<file path="src/rtl/tcs_emulator.sv">
// rtl/tcs_emulator.sv - colour-sensor square-wave emulator; optional scaling via TCS_EMULATOR_SCALE_EN
module tcs_emulator #(
  parameter int SETTLE_CYC = 2,
  parameter int HP_W       = 16
) (
  input  logic            clk_1MHz,
  input  logic            reset,
`ifdef TCS_EMULATOR_SCALE_EN
  input  logic            s0,
  input  logic            s1,
`endif
  input  logic [1:0]      filter,
  input  logic [HP_W-1:0] half_red,
  input  logic [HP_W-1:0] half_green,
  input  logic [HP_W-1:0] half_blue,
  input  logic [HP_W-1:0] half_clear,
  output logic            cs_out,
  output logic            settling
);

`ifdef TCS_EMULATOR_SCALE_EN
  localparam int CW = HP_W + 6;
`else
  localparam int CW = HP_W;
`endif
  localparam logic [CW-1:0] SETTLE_LAST = CW'(SETTLE_CYC - 1);

  typedef enum logic [1:0] {IDLE, SETTLE, RUN_LO, RUN_HI} state_t;

  state_t          state_q, state_d;
  logic [CW-1:0]   cnt_q, cnt_d;
  logic [CW-1:0]   p_q, p_d;
  logic [1:0]      filt_q;
  logic            armed_q;
  logic            cs_q, cs_d;
  logic [HP_W-1:0] half_sel;
  logic [CW-1:0]   p_new;
  logic            scale_chg;
  logic            power_down;
  logic            change;

  always_comb begin
    case (filt_q)
      2'b00:   half_sel = half_red;
      2'b11:   half_sel = half_green;
      2'b01:   half_sel = half_blue;
      default: half_sel = half_clear;
    endcase
  end

`ifdef TCS_EMULATOR_SCALE_EN
  logic [1:0] scale, scale_q;
  assign scale      = {s0, s1};
  assign scale_chg  = (scale != scale_q);
  assign power_down = (scale == 2'b00);

  always_comb begin
    case (scale)
      2'b10:   p_new = CW'(half_sel) * CW'(5);
      2'b01:   p_new = CW'(half_sel) * CW'(50);
      default: p_new = CW'(half_sel);
    endcase
  end

  always_ff @(posedge clk_1MHz) begin
    scale_q <= scale;
  end
`else
  assign p_new      = half_sel;
  assign scale_chg  = 1'b0;
  assign power_down = 1'b0;
`endif

  assign change = (filt_q != filter) || scale_chg;

  // Half-period length is sampled only at a boundary; zero parks in IDLE and polls.
  always_comb begin
    state_d = state_q;
    cnt_d   = cnt_q;
    p_d     = p_q;
    if (power_down) begin
      state_d = IDLE;
      cnt_d   = '0;
      p_d     = '0;
    end else if (change) begin
      state_d = SETTLE;
      cnt_d   = '0;
    end else begin
      case (state_q)
        IDLE: begin
          if (!armed_q) begin
            state_d = SETTLE;
            cnt_d   = '0;
          end else if (p_new != '0) begin
            state_d = RUN_LO;
            p_d     = p_new;
            cnt_d   = '0;
          end
        end
        SETTLE: begin
          if (cnt_q == SETTLE_LAST) begin
            cnt_d   = '0;
            p_d     = p_new;
            state_d = (p_new == '0) ? IDLE : RUN_LO;
          end else begin
            cnt_d = cnt_q + 1'b1;
          end
        end
        RUN_LO, RUN_HI: begin
          if (cnt_q == p_q - 1'b1) begin
            cnt_d = '0;
            p_d   = p_new;
            if (p_new == '0)
              state_d = IDLE;
            else
              state_d = (state_q == RUN_LO) ? RUN_HI : RUN_LO;
          end else begin
            cnt_d = cnt_q + 1'b1;
          end
        end
        default: state_d = IDLE;
      endcase
    end
    cs_d = (state_d == RUN_HI);
  end

  always_ff @(posedge clk_1MHz) begin
    if (reset) begin
      state_q <= IDLE;
      cnt_q   <= '0;
      p_q     <= '0;
      filt_q  <= filter;
      armed_q <= 1'b0;
      cs_q    <= 1'b0;
    end else begin
      state_q <= state_d;
      cnt_q   <= cnt_d;
      p_q     <= p_d;
      filt_q  <= filter;
      armed_q <= 1'b1;
      cs_q    <= cs_d;
    end
  end

  assign cs_out   = cs_q;
  assign settling = (state_q == SETTLE);

endmodule
</file>
<file path="config.mk">
export PLATFORM = sky130hd
export DESIGN_NAME = tcs_emulator
export DESIGN_NICKNAME = d
export VERILOG_FILES = /design/src/rtl/tcs_emulator.sv
export SDC_FILE = /design/constraint.sdc
export NUM_CORES = 1
export LEC_CHECK = 0
export CORE_MARGIN = 10
export CORE_UTILIZATION = 51
export CTS_BUF_LIST = sky130_fd_sc_hd__clkbuf_4
export CTS_CLUSTER_SIZE = 8
export DETAILED_ROUTE_END_ITERATION = 10
export PLACE_DENSITY = 0.89
export SLEW_MARGIN = 20
export SYNTH_ARGS = -nofsm -noshare
export SYNTH_HDL_FRONTEND = slang
export SYNTH_SLANG_ARGS = --single-unit
export TNS_END_PERCENT = 20
</file>
<file path="constraint.sdc">
create_clock -name clk_1MHz -period 3.1 [get_ports clk_1MHz]
set_input_delay 0.62 -clock clk_1MHz [delete_from_list [all_inputs] [get_ports clk_1MHz]]
set_output_delay 0.62 -clock clk_1MHz [all_outputs]
set_load 0.02 [all_outputs]
</file>
==> run_summary.xml <==
<?xml version="1.0" encoding="UTF-8"?>
<metrics>
  <group name="run">
    <metric name="maxCapViolations" unit="">0</metric>
  </group>
  <group name="finish">
    <metric name="drive_gt1_share" unit="%">10.5</metric>
    <metric name="mostFrequentLayoutCells" unit="">69 x sky130_fd_sc_hd__clkdlybuf4s50_1, 38 x sky130_fd_sc_hd__dfxtp_1, 35 x sky130_fd_sc_hd__nand2_1, 18 x sky130_fd_sc_hd__xnor2_1</metric>
    <metric name="post-route-util" unit="%">67.6</metric>
    <metric name="area_growth" unit="%">30.0</metric>
    <metric name="antenna_diode_count" unit="">0</metric>
    <metric name="mostFrequentLayoutCell" unit="">sky130_fd_sc_hd__clkdlybuf4s50_1</metric>
    <metric name="nets" unit="">441</metric>
  </group>
  <group name="placement">
    <metric name="place.port_buffers" unit="">69</metric>
    <metric name="gp_congestion" unit="">0.885</metric>
    <metric name="dpl_wire_length" unit="um">6060</metric>
  </group>
  <group name="min_path">
    <metric name="min_to" unit="">cnt_q[13]</metric>
    <metric name="hold_class" unit="">flip-flop to flip-flop</metric>
    <metric name="holdPathStages" unit="">1</metric>
    <metric name="hold_start" unit="">cnt_q[13]</metric>
  </group>
  <group name="routing">
    <metric name="drt_iter0_markers" unit="">131</metric>
    <metric name="avgRoutedWirePerCell" unit="um">16.6</metric>
    <metric name="detail_route.wirelength" unit="um">7370</metric>
    <metric name="drt-vias-per-instance" unit="">5.88</metric>
    <metric name="residual_drc_count" unit="">0</metric>
    <metric name="vias" unit="">2604</metric>
    <metric name="detailedRoute.firstPassIterationCount" unit="">4</metric>
    <metric name="detail-route-antenna-nets" unit="">0</metric>
  </group>
  <group name="yosys">
    <metric name="synth_ff_type" unit="">sky130_fd_sc_hd__dfxtp_1</metric>
    <metric name="postSynthRegisterBits" unit="">38</metric>
    <metric name="synth_cell_types" unit="">51</metric>
    <metric name="syn_avg_cell_area" unit="um^2">9.45</metric>
    <metric name="synth.top_cell.area_share" unit="%">26.9</metric>
    <metric name="post_synthesis_cell_count" unit="">299</metric>
    <metric name="synth-edff-count" unit="">0</metric>
    <metric name="synth_sequential_area_ratio" unit="%">26.9</metric>
    <metric name="synth-async-reset-ratio" unit="%">0</metric>
    <metric name="synth.cell_area" unit="um^2">2830</metric>
    <metric name="synth_top_cells_by_area" unit="">sky130_fd_sc_hd__dfxtp_1 27%, sky130_fd_sc_hd__mux4_1 12%, sky130_fd_sc_hd__xnor2_1 5.6%</metric>
    <metric name="ys.warnings.count" unit="">0</metric>
    <metric name="largest_area_contributor_in_the_synthesized_netlist" unit="">sky130_fd_sc_hd__dfxtp_1</metric>
    <metric name="syn_nets" unit="">370</metric>
  </group>
  <group name="global_routing">
    <metric name="grt_overflow" unit="">0</metric>
    <metric name="antenna_violations_before_repair" unit="">0</metric>
    <metric name="largest_net_degree_at_the_start_of_global_routing" unit="">24</metric>
    <metric name="grt_pass1_wl" unit="um">12600</metric>
    <metric name="grt_pass1_vias" unit="">2690</metric>
    <metric name="gr-usage-all-layers" unit="%">17.3</metric>
  </group>
  <group name="timing">
    <metric name="timing.final.crit_share" unit="%">92.5</metric>
    <metric name="slew_violations" unit="">0</metric>
    <metric name="relative_slew_slack" unit="%">66.7</metric>
    <metric name="grt_setup_unrepaired" unit="">no</metric>
    <metric name="worst_clock_skew" unit="ps">10.1</metric>
    <metric name="maxClockFrequency" unit="MHz">349</metric>
    <metric name="finalWorstPathRequiredPeriod" unit="ps">2870</metric>
    <metric name="final.setup.tns" unit="ps">0</metric>
    <metric name="finalSetupViolCount" unit="">0</metric>
    <metric name="finalHoldViolations" unit="">0</metric>
    <metric name="tightestPinTransition" unit="ps">499</metric>
  </group>
  <group name="clocking">
    <metric name="cts_hold_buffers" unit="">0</metric>
    <metric name="clkLatencyLatePin" unit="ps">360</metric>
    <metric name="h-tree-depth" unit="">2</metric>
    <metric name="cts_setup_buffers" unit="">0</metric>
    <metric name="postCtsResizedCells" unit="">0</metric>
    <metric name="clockBufferDepth" unit="">2</metric>
    <metric name="clk_pin_slew_worst_paths" unit="ps">120</metric>
    <metric name="cts_made_buffers" unit="">5</metric>
    <metric name="cts-root-buf" unit="">sky130_fd_sc_hd__clkbuf_4</metric>
    <metric name="cts_num_sinks" unit="">38</metric>
    <metric name="tritoncts" unit="">yes</metric>
  </group>
  <group name="floorplanning">
    <metric name="floorplan.initialDensity" unit="%">52.0</metric>
    <metric name="floorplan_die_area" unit="um^2">8920</metric>
    <metric name="core.rowCount" unit="">27</metric>
    <metric name="placeableCoreArea" unit="um^2">5440</metric>
    <metric name="die_width" unit="um">94.4</metric>
    <metric name="top_level_ports" unit="">70</metric>
    <metric name="chipHeight" unit="um">94.4</metric>
  </group>
  <group name="critical_path">
    <metric name="critPathLaunchType" unit="">flip-flop</metric>
    <metric name="cp_max_fanout" unit="">12</metric>
    <metric name="critical_path_class" unit="">flip-flop to flip-flop</metric>
    <metric name="worst_r2r_path_depth" unit="">9</metric>
    <metric name="worst_path_largest_cell_delay" unit="ps">640</metric>
    <metric name="worstReg2RegEnd" unit="">p_q[15]</metric>
    <metric name="timing.critical_path.mode_cell" unit="">sky130_fd_sc_hd__buf_4</metric>
    <metric name="cpMaxStageDelayCell" unit="">sky130_fd_sc_hd__dfxtp_1</metric>
    <metric name="worst_endpoint_data_arrival_time" unit="ps">3140</metric>
    <metric name="worst-endpoint-required" unit="ps">3370</metric>
    <metric name="sequence_of_cells_on_the_critical_path" unit="">buf_4 -&gt; mux4_2 -&gt; nor4_1 -&gt; and4_1 -&gt; nor3b_2 -&gt; or2b_4 -&gt; buf_4 -&gt; o211ai_1 -&gt; o31ai_1</metric>
    <metric name="worst_r2r_startpoint" unit="">filt_q[1]</metric>
    <metric name="worst-r2r-setup-slack" unit="ps">230</metric>
    <metric name="end_kind" unit="">flip-flop</metric>
  </group>
  <group name="pwr">
    <metric name="p_per_area" unit="nW/um^2">365</metric>
    <metric name="max-vdd-ir-drop" unit="mV">0.198</metric>
    <metric name="leak" unit="nW">1.35</metric>
  </group>
  <group name="run_status">
    <metric name="run_status" unit="">completed</metric>
  </group>
</metrics>
## cells in the mapped netlist (all sizes together), types with 5 or more instances
master,count
nand3,9
nand2,35
xnor2,18
dfxtp,38
clkbuf,5
buf,16
o211ai,9
o21ai,7
mux2i,7
inv,7
nand2b,5
nor3,10
mux4,16
o31ai,12
a31oi,15
a41oi,5
and3,8
nor4,11
xor2,6
a21oi,12
nor2,11
## logic make-up after synthesis
family | count (synthesis) | synth area share, %
and+or+nand+nor | 113 | 23.2
AOI/OAI and AO/OA | 70 | 17.3
DFF | 38 | 26.9
buffers and inverters | 28 | 6.82
xor gates and xnor gates | 24 | 7.44
muxes | 23 | 17.0
adders and majority gates | 3 | 1.33
## final cells by class
| cell class | count | area (um^2) |
|---|---|---|
| Sequential cell | 38 | 761 |
| Tap cell | 72 | 90.1 |
| Clock inverter | 3 | 63.8 |
| Clock buffer | 5 | 37.5 |
| Fill cell | 396 | 1760 |
| Timing Repair Buffer | 85 | 823 |
| Multi-Input combinational cell | 233 | 1870 |
| Inverter | 7 | 26.3 |
## sequential cells by signal (all words and copies together) (netlist names)
signal	flops
p_q	16
armed_q	1
cs_out	1
filt_q	2
cnt_q	16
state_q	2
## critical path, delay by kind of cell (launching register included)
kind | cells | cell delay [ps]
AND/OR/NAND/NOR | 4 | 1060
flip-flops | 1 | 640
multiplexers | 1 | 510
buffers and inverters | 2 | 390
AO/OA/AOI/OAI | 2 | 170
## how the worst max path moves through the flow
stage	start	to	slack (ps)	cells after the start
floorplan	p_q[2]	p_q[14]	580	10
global placement	half_clear[3]	p_q[13]	100	10
detailed placement	half_red[3]	p_q[15]	8	10
CTS	filt_q[1]	p_q[14]	240	9
global route	filt_q[1]	p_q[7]	40	9
finish	filt_q[1]	p_q[15]	230	9
## power by group
part | internal, mW | switching [mW] | leakage [nW]
logic | 0.219 | 0.160 | 0.986
registers | 0.505 | 0.0308 | 0.309
clock network | 0.248 | 0.178 | 0.0528
## stage by stage
step	setup slack, ps	std cells	hold WS, ps	cell area [um^2]	total power, mW
after detailed placement	8.19	435	493	3570	0.925
after global placement	98.7	435	492	3570	0.913
after global routing	41.9	443	547	3670	1.40
final	234	443	522	3670	1.34
after CTS	243	443	520	3670	1.34
after floorplan	581	299	462	2830	0.791
## layer usage
layer / share of wire (%) / vias up / track usage, %
met5: 0 / - / 0
met4: 3.5 / 0 / 7.97
met3: 12 / 21 / 9.52
met2: 45 / 111 / 27.0
met1: 40 / 1177 / 18.8
li1: - / 1295 / -
No activity file was read; power rests on OpenSTA's default activity.
